==> config.mk <==
export PLATFORM = sky130hd
export DESIGN_NAME = led_panel_cmd_tx
export DESIGN_NICKNAME = d
export VERILOG_FILES = /design/src/rtl/led_panel_pkg.sv /design/src/rtl/led_panel_cmd_tx_uart_tx.sv /design/src/rtl/led_panel_cmd_tx.sv
export SDC_FILE = /design/constraint.sdc
export NUM_CORES = 1
export LEC_CHECK = 0
export BUFFER_PORTS_ARGS = -buffer_cell sky130_fd_sc_hd__buf_4
export CAP_MARGIN = 0
export CORE_MARGIN = 8
export CORE_UTILIZATION = 55
export DETAILED_ROUTE_END_ITERATION = 8
export MAX_ROUTING_LAYER = met4
export PLACE_DENSITY = 0.75
export SETUP_SLACK_MARGIN = 0.15
export SLEW_MARGIN = 20
export SYNTH_ARGS = -nofsm -noshare
export SYNTH_HDL_FRONTEND = slang
export SYNTH_SLANG_ARGS = --single-unit
export TNS_END_PERCENT = 30
==> constraint.sdc <==
create_clock -name clk -period 2.8 [get_ports clk]
set_input_delay 0.56 -clock clk [delete_from_list [all_inputs] [get_ports clk]]
set_output_delay 0.56 -clock clk [all_outputs]
set_load 0.03 [all_outputs]
==> src/rtl/led_panel_pkg.sv <==
// Shared definitions for the LED panel UART command protocol: operation
// encodings, command byte values, state enums and the byte encoders.
// Used by both the host-side transmitter and the panel receiver side.
package led_panel_pkg;

  localparam logic [1:0] OP_COLOUR = 2'b00;
  localparam logic [1:0] OP_SET    = 2'b01;
  localparam logic [1:0] OP_CLR    = 2'b10;
  localparam logic [1:0] OP_CLS    = 2'b11;

  localparam logic [7:0] CMD_COLOUR = 8'h00;
  localparam logic [7:0] CMD_SET    = 8'h10;
  localparam logic [7:0] CMD_CLR    = 8'h20;
  localparam logic [7:0] CMD_CLS    = 8'h30;
  localparam logic [7:0] CMD_SYNC   = 8'hFF;

  // Transmit controller states; SYNC exists only when the resync prefix is built in.
  typedef enum logic [1:0] {
    ST_IDLE,
`ifdef LED_CMD_TX_RESYNC_EN
    ST_SYNC,
`endif
    ST_CMD,
    ST_ARG
  } ctrl_state_t;

  // Byte-level serializer states.
  typedef enum logic [2:0] {
    TX_IDLE,
    TX_START,
    TX_DATA,
    TX_STOP,
    TX_GAP
  } tx_state_t;

  // First command byte for an operation; the colour is carried only by OP_COLOUR.
  function automatic logic [7:0] encode_cmd(input logic [1:0] op, input logic [2:0] rgb);
    logic [7:0] b;
    case (op)
      OP_COLOUR: b = CMD_COLOUR | {5'b0, rgb};
      OP_SET:    b = CMD_SET;
      OP_CLR:    b = CMD_CLR;
      default:   b = CMD_CLS;
    endcase
    return b;
  endfunction

  // Pixel argument byte; bit 3 is always zero so it can never alias CMD_SYNC.
  function automatic logic [7:0] encode_arg(input logic [3:0] col, input logic [2:0] row);
    return {col, 1'b0, row};
  endfunction

  function automatic logic op_has_arg(input logic [1:0] op);
    return (op == OP_SET) || (op == OP_CLR);
  endfunction

endpackage

==> src/rtl/led_panel_cmd_tx_uart_tx.sv <==
// Byte-level 8N1 serializer: START(0), 8 data bits LSB first, STOP(1), then an
// optional idle-high gap. done pulses during the final stop/gap cycle, and a new
// start is accepted in that same cycle so bytes can run back-to-back.
module led_panel_cmd_tx_uart_tx
  import led_panel_pkg::*;
#(
  parameter int CLKS_PER_BIT = 20,
  parameter int GAP_BITS     = 0
) (
  input  logic       clk,
  input  logic       reset,
  input  logic       start,
  input  logic [7:0] data,
  output logic       tx,
  output logic       busy,
  output logic       done
);

  localparam int GAP_MULT = (GAP_BITS > 0) ? GAP_BITS : 1;
  localparam int CW       = $clog2(CLKS_PER_BIT * GAP_MULT);
  localparam int GAP_CYC  = GAP_BITS * CLKS_PER_BIT;
  localparam logic [CW-1:0] BIT_LAST = CW'(CLKS_PER_BIT - 1);
  localparam logic [CW-1:0] GAP_LAST = (GAP_BITS > 0) ? CW'(GAP_CYC - 1) : '0;

  tx_state_t      state, state_n;
  logic [CW-1:0]  cnt, cnt_n;
  logic [2:0]     idx, idx_n;
  logic [7:0]     shreg, shreg_n;

  // Control state and counters are reset; the shift register carries data only.
  always_ff @(posedge clk) begin
    if (reset) begin
      state <= TX_IDLE;
      cnt   <= '0;
      idx   <= '0;
    end else begin
      state <= state_n;
      cnt   <= cnt_n;
      idx   <= idx_n;
    end
    shreg <= shreg_n;
  end

  // Bit timing and frame sequencing; a start in IDLE or on the done cycle loads a new byte.
  always_comb begin
    state_n = state;
    cnt_n   = cnt;
    idx_n   = idx;
    shreg_n = shreg;
    done    = 1'b0;
    case (state)
      TX_START: begin
        if (cnt == BIT_LAST) begin
          cnt_n   = '0;
          idx_n   = '0;
          state_n = TX_DATA;
        end else begin
          cnt_n = cnt + 1'b1;
        end
      end
      TX_DATA: begin
        if (cnt == BIT_LAST) begin
          cnt_n   = '0;
          shreg_n = {1'b0, shreg[7:1]};
          if (idx == 3'd7) state_n = TX_STOP;
          else             idx_n   = idx + 3'd1;
        end else begin
          cnt_n = cnt + 1'b1;
        end
      end
      TX_STOP: begin
        if (cnt == BIT_LAST) begin
          cnt_n = '0;
          if (GAP_BITS == 0) begin
            done    = 1'b1;
            state_n = TX_IDLE;
          end else begin
            state_n = TX_GAP;
          end
        end else begin
          cnt_n = cnt + 1'b1;
        end
      end
      TX_GAP: begin
        if (cnt == GAP_LAST) begin
          cnt_n   = '0;
          done    = 1'b1;
          state_n = TX_IDLE;
        end else begin
          cnt_n = cnt + 1'b1;
        end
      end
      default: ;
    endcase
    if (start && ((state == TX_IDLE) || done)) begin
      state_n = TX_START;
      cnt_n   = '0;
      shreg_n = data;
    end
  end

  assign tx   = (state == TX_START) ? 1'b0 :
                (state == TX_DATA)  ? shreg[0] : 1'b1;
  assign busy = (state != TX_IDLE);

endmodule

==> src/rtl/led_panel_cmd_tx.sv <==
// Host-side LED panel command transmitter: accepts one command per valid/ready
// handshake, encodes it into 1-2 bytes and hands them to the 8N1 serializer.
// Optional macro LED_CMD_TX_RESYNC_EN prefixes every command with CMD_SYNC.
module led_panel_cmd_tx
  import led_panel_pkg::*;
#(
  parameter int CLKS_PER_BIT = 20,
  parameter int GAP_BITS     = 0
) (
  input  logic       clk,
  input  logic       reset,
  input  logic       cmd_valid,
  output logic       cmd_ready,
  input  logic [1:0] cmd_op,
  input  logic [2:0] cmd_rgb,
  input  logic [3:0] cmd_col,
  input  logic [2:0] cmd_row,
  output logic       uart_tx_out,
  output logic       busy
);

  ctrl_state_t state, state_n;
  logic        accept;
  logic [7:0]  cmd_byte;
  logic [7:0]  arg_byte;
  logic        has_arg;
  logic        tx_start;
  logic [7:0]  tx_data;
  logic        tx_busy;
  logic        tx_done;

  // Ready is forced low while reset is held so nothing is accepted during reset.
  assign cmd_ready = (state == ST_IDLE) && !reset;
  assign accept    = cmd_valid && cmd_ready;
  assign busy      = (state != ST_IDLE) || tx_busy;

  // Controller state register.
  always_ff @(posedge clk) begin
    if (reset) state <= ST_IDLE;
    else       state <= state_n;
  end

  // Capture the encoded command at the accept edge; later inputs are ignored.
  always_ff @(posedge clk) begin
    if (accept) begin
      cmd_byte <= encode_cmd(cmd_op, cmd_rgb);
      arg_byte <= encode_arg(cmd_col, cmd_row);
      has_arg  <= op_has_arg(cmd_op);
    end
  end

  // Byte sequencing: the first byte is launched straight from the inputs on the
  // accept edge, each following byte on the serializer's done cycle.
  always_comb begin
    state_n  = state;
    tx_start = 1'b0;
    tx_data  = cmd_byte;
    case (state)
      ST_IDLE: begin
        if (accept) begin
          tx_start = 1'b1;
`ifdef LED_CMD_TX_RESYNC_EN
          tx_data  = CMD_SYNC;
          state_n  = ST_SYNC;
`else
          tx_data  = encode_cmd(cmd_op, cmd_rgb);
          state_n  = ST_CMD;
`endif
        end
      end
`ifdef LED_CMD_TX_RESYNC_EN
      ST_SYNC: begin
        if (tx_done) begin
          tx_start = 1'b1;
          tx_data  = cmd_byte;
          state_n  = ST_CMD;
        end
      end
`endif
      ST_CMD: begin
        if (tx_done) begin
          if (has_arg) begin
            tx_start = 1'b1;
            tx_data  = arg_byte;
            state_n  = ST_ARG;
          end else begin
            state_n  = ST_IDLE;
          end
        end
      end
      ST_ARG: begin
        if (tx_done) state_n = ST_IDLE;
      end
      default: state_n = ST_IDLE;
    endcase
  end

  led_panel_cmd_tx_uart_tx #(
    .CLKS_PER_BIT (CLKS_PER_BIT),
    .GAP_BITS     (GAP_BITS)
  ) u_uart_tx (
    .clk   (clk),
    .reset (reset),
    .start (tx_start),
    .data  (tx_data),
    .tx    (uart_tx_out),
    .busy  (tx_busy),
    .done  (tx_done)
  );

endmodule

==> metrics.yaml <==
setup_tns_ns: 0
cts_setup_buffers: 0
drv_cap: 0
synth_simple_gate_area_share_pct: 19.67
max_stage_delay_ns: 0.44
ant_nets: 0
reg2reg_slack_ns: 0.38
holdBufCountCts: 0
max_freq_ghz: 0.4140
clk_path_buf_depth: 2
drive_above_1_share_pct: 18.60
synth_ff_type: "dfxtp_1"
endpoint_kind: "flip-flop"
place_congestion: 0.8036
crit_fanout: 15
path_class: "flip-flop to flip-flop"
row_count: 20
crit_arrival_ns: 2.52
finalCritPeriodShare_pct: 86.27
synth-compound-area-share_pct: 10.67
fp.dieH_um: 70.84
htreeDepth: 2
dp_hpwl_mm: 2.347
cts_tree: "done"
grt_overflow_total: 0
p_leak_nw: 0.7480
max_slew.worst_pin.slew_ns: 1.051
dr.first_iter.drc_count: 122
antenna_found_initial: 0
wl_mm: 3.181
synth_warnings: 0
syn_area_um2: 1654
synth-xor-area-share_pct: 1.059
grt_setup_unrepaired: "no"
synth-edff-count: 16
grt_use_total_pct: 13.90
wl_per_cell_um: 15.52
fin_area_um2: 1841
drc: 0
clkTransAtPathRegs_ns: 0.10
rr_endpoint: "u_uart_tx.shreg[4]"
slew_headroom_pct: 29.17
synthArstFlopShare_pct: 0
cts_resized: 0
cp-start-kind: "flip-flop"
grt_first_pass_wirelength_mm: 5.361
final_cell_mix: "dfxtp_1, buf_4, edfxtp_1"
yosys.area_share.adder_pct: 5.295
power.density_nw_per_um2: 559.1
core-area_um2: 2953
root_buffer: "clkbuf_4"
synth_cells: 155
finalNetCount: 193
insertion_delay_ns: 0.34
areaGrowthSynthToFinish_pct: 11.27
endpoint: "u_uart_tx.shreg[4]"
min_path_type: "input pin to flip-flop"
fill_cells: 252
irDropWorstVdd_v: 0.0003207
grt_pass1_vias: 1228
reg2regPathDepth: 5
drv_slew: 0
multi_input_area_um2: 733.2
ios: 18
die_x_um: 70.84
grt_max_degree: 17
min_period_ns: 2.416
diodes: 0
die_area_um2: 5018
synth_top_family_by_area: "simple AND/OR/NAND/NOR gates"
clock_skew_ns: 0.008157
clock-sinks: 33
seqCellArea_um2: 820.8
firstDrtPassIters: 4
start_util_pct: 56.02
worst-endpoint-required_ns: 2.90
crit_chain: "or2_1 -> or3b_4 -> clkinv_2 -> o22a_1 -> mux2_2"
min_from: "cmd_col[3]"
num_vias: 1211
r2r-start: "state[1]"
ys_seq_elements: 33
startpoint: "state[1]"
port_buffers: 17
synth-seq-area-share_pct: 49.62
syn_avg_cell_area_um2: 10.67
synth.area.mux_share_pct: 7.640
syn-num-nets: 177
cts_buffers: 5
outcome: "finished clean"
finalSetupViolations: 0
hold_viol_final: 0
crit_slowest_cell: "or3b_4"
viasPerCell: 5.907
dpl_cell_area_um2: 1765
synth.distinct_cells: 43
[stage by stage]
stage               util [%]  total power, mW  hold WS, ns  setup WS (ns)  std cells
finish                 62.33            1.029       0.3915         0.3845        205
global placement       59.79           0.6882       0.4533         0.4209        197
detailed placement     59.79           0.6929       0.4506         0.3790        197
floorplan                  -           0.6562       0.4356         0.6939        155
global route           62.33            1.072       0.3679         0.2217        205
CTS                    62.33            1.037       0.3784         0.3805        205
[synthesized netlist by cell type (all sizes together), types with 2 or more instances]
| library cell | number | share of area [%] |
|---|---|---|
| ha | 7 | 5.3 |
| clkbuf | 4 | 0.91 |
| mux2 | 7 | 5.2 |
| a31oi | 2 | 0.76 |
| and2 | 4 | 1.5 |
| mux2i | 4 | 2.4 |
| o2111ai | 2 | 1.1 |
| nand2b | 2 | 0.76 |
| nand4 | 5 | 1.9 |
| dfxtp | 17 | 21 |
| nor3b | 3 | 1.4 |
| o211ai | 4 | 1.8 |
| edfxtp | 16 | 29 |
| nand2 | 8 | 1.8 |
| and3b | 3 | 1.6 |
| nor3 | 6 | 1.8 |
| nor2b | 5 | 1.9 |
| buf | 4 | 2.6 |
| a21oi | 5 | 1.5 |
| inv | 10 | 2.3 |
| o221ai | 3 | 1.6 |
| nor2 | 12 | 2.7 |
| nand3 | 3 | 0.91 |
| o21ai | 5 | 1.5 |
[critical path, delay by kind of cell, from the launching register on]
family	cells	cell delay (ns)
flops	1	0.35
compound gates	1	0.44
buf+inv	1	0.22
simple gates	2	0.78
mux	1	0.38
[layout make-up]
class	count	area share [%]
Clock buffer	6	2.243
Clock inverter	2	1.835
Inverter	11	2.311
Multi-Input combinational cell	103	39.84
Sequential cell	33	44.60
Tap cell	33	2.243
Timing Repair Buffer	17	6.934
[flip-flops by register name, summed over array words and instances, names as in the netlist]
| register | flops |
|---|---|
| has_arg | 1 |
| arg_byte | 7 |
| u_uart_tx.state | 2 |
| u_uart_tx.shreg | 8 |
| u_uart_tx.idx | 3 |
| cmd_byte | 5 |
| u_uart_tx.cnt | 5 |
| state | 2 |
[layer usage]
layer	wire length [um]	vias to the layer above	global-route usage, %
li1	-	596	-
met1	1362	575	14.95
met2	1603	31	22.25
met3	135	9	3.390
met4	80	0	9.469
met5	0	-	-
[cell families after synthesis]
| kind of cell | Yosys count |
|---|---|
| fa+ha+maj | 7 |
| xor+xnor | 2 |
| compound gates | 26 |
| simple gates | 57 |
| flops | 33 |
| mux | 11 |
| buf+inv | 19 |
[worst min path at each step]
| stage | end | cells after the start | slack [ns] |
|---|---|---|---|
| 6_report | arg_byte[7] | 1 | 0.39 |
| 4_1_cts | arg_byte[7] | 1 | 0.38 |
| 3_5_place_dp | u_uart_tx.idx[2] | 2 | 0.45 |
| 3_3_place_gp | u_uart_tx.idx[2] | 2 | 0.45 |
| 2_1_floorplan | u_uart_tx.idx[1] | 2 | 0.44 |
| 5_1_grt | arg_byte[7] | 1 | 0.37 |
[report_power, final]
part	leakage (nW)	internal (mW)	switching, mW
clock network	0.0399	0.186	0.161
logic	0.421	0.0602	0.0706
registers	0.287	0.537	0.0146
Power figures use the tool's default switching activity.
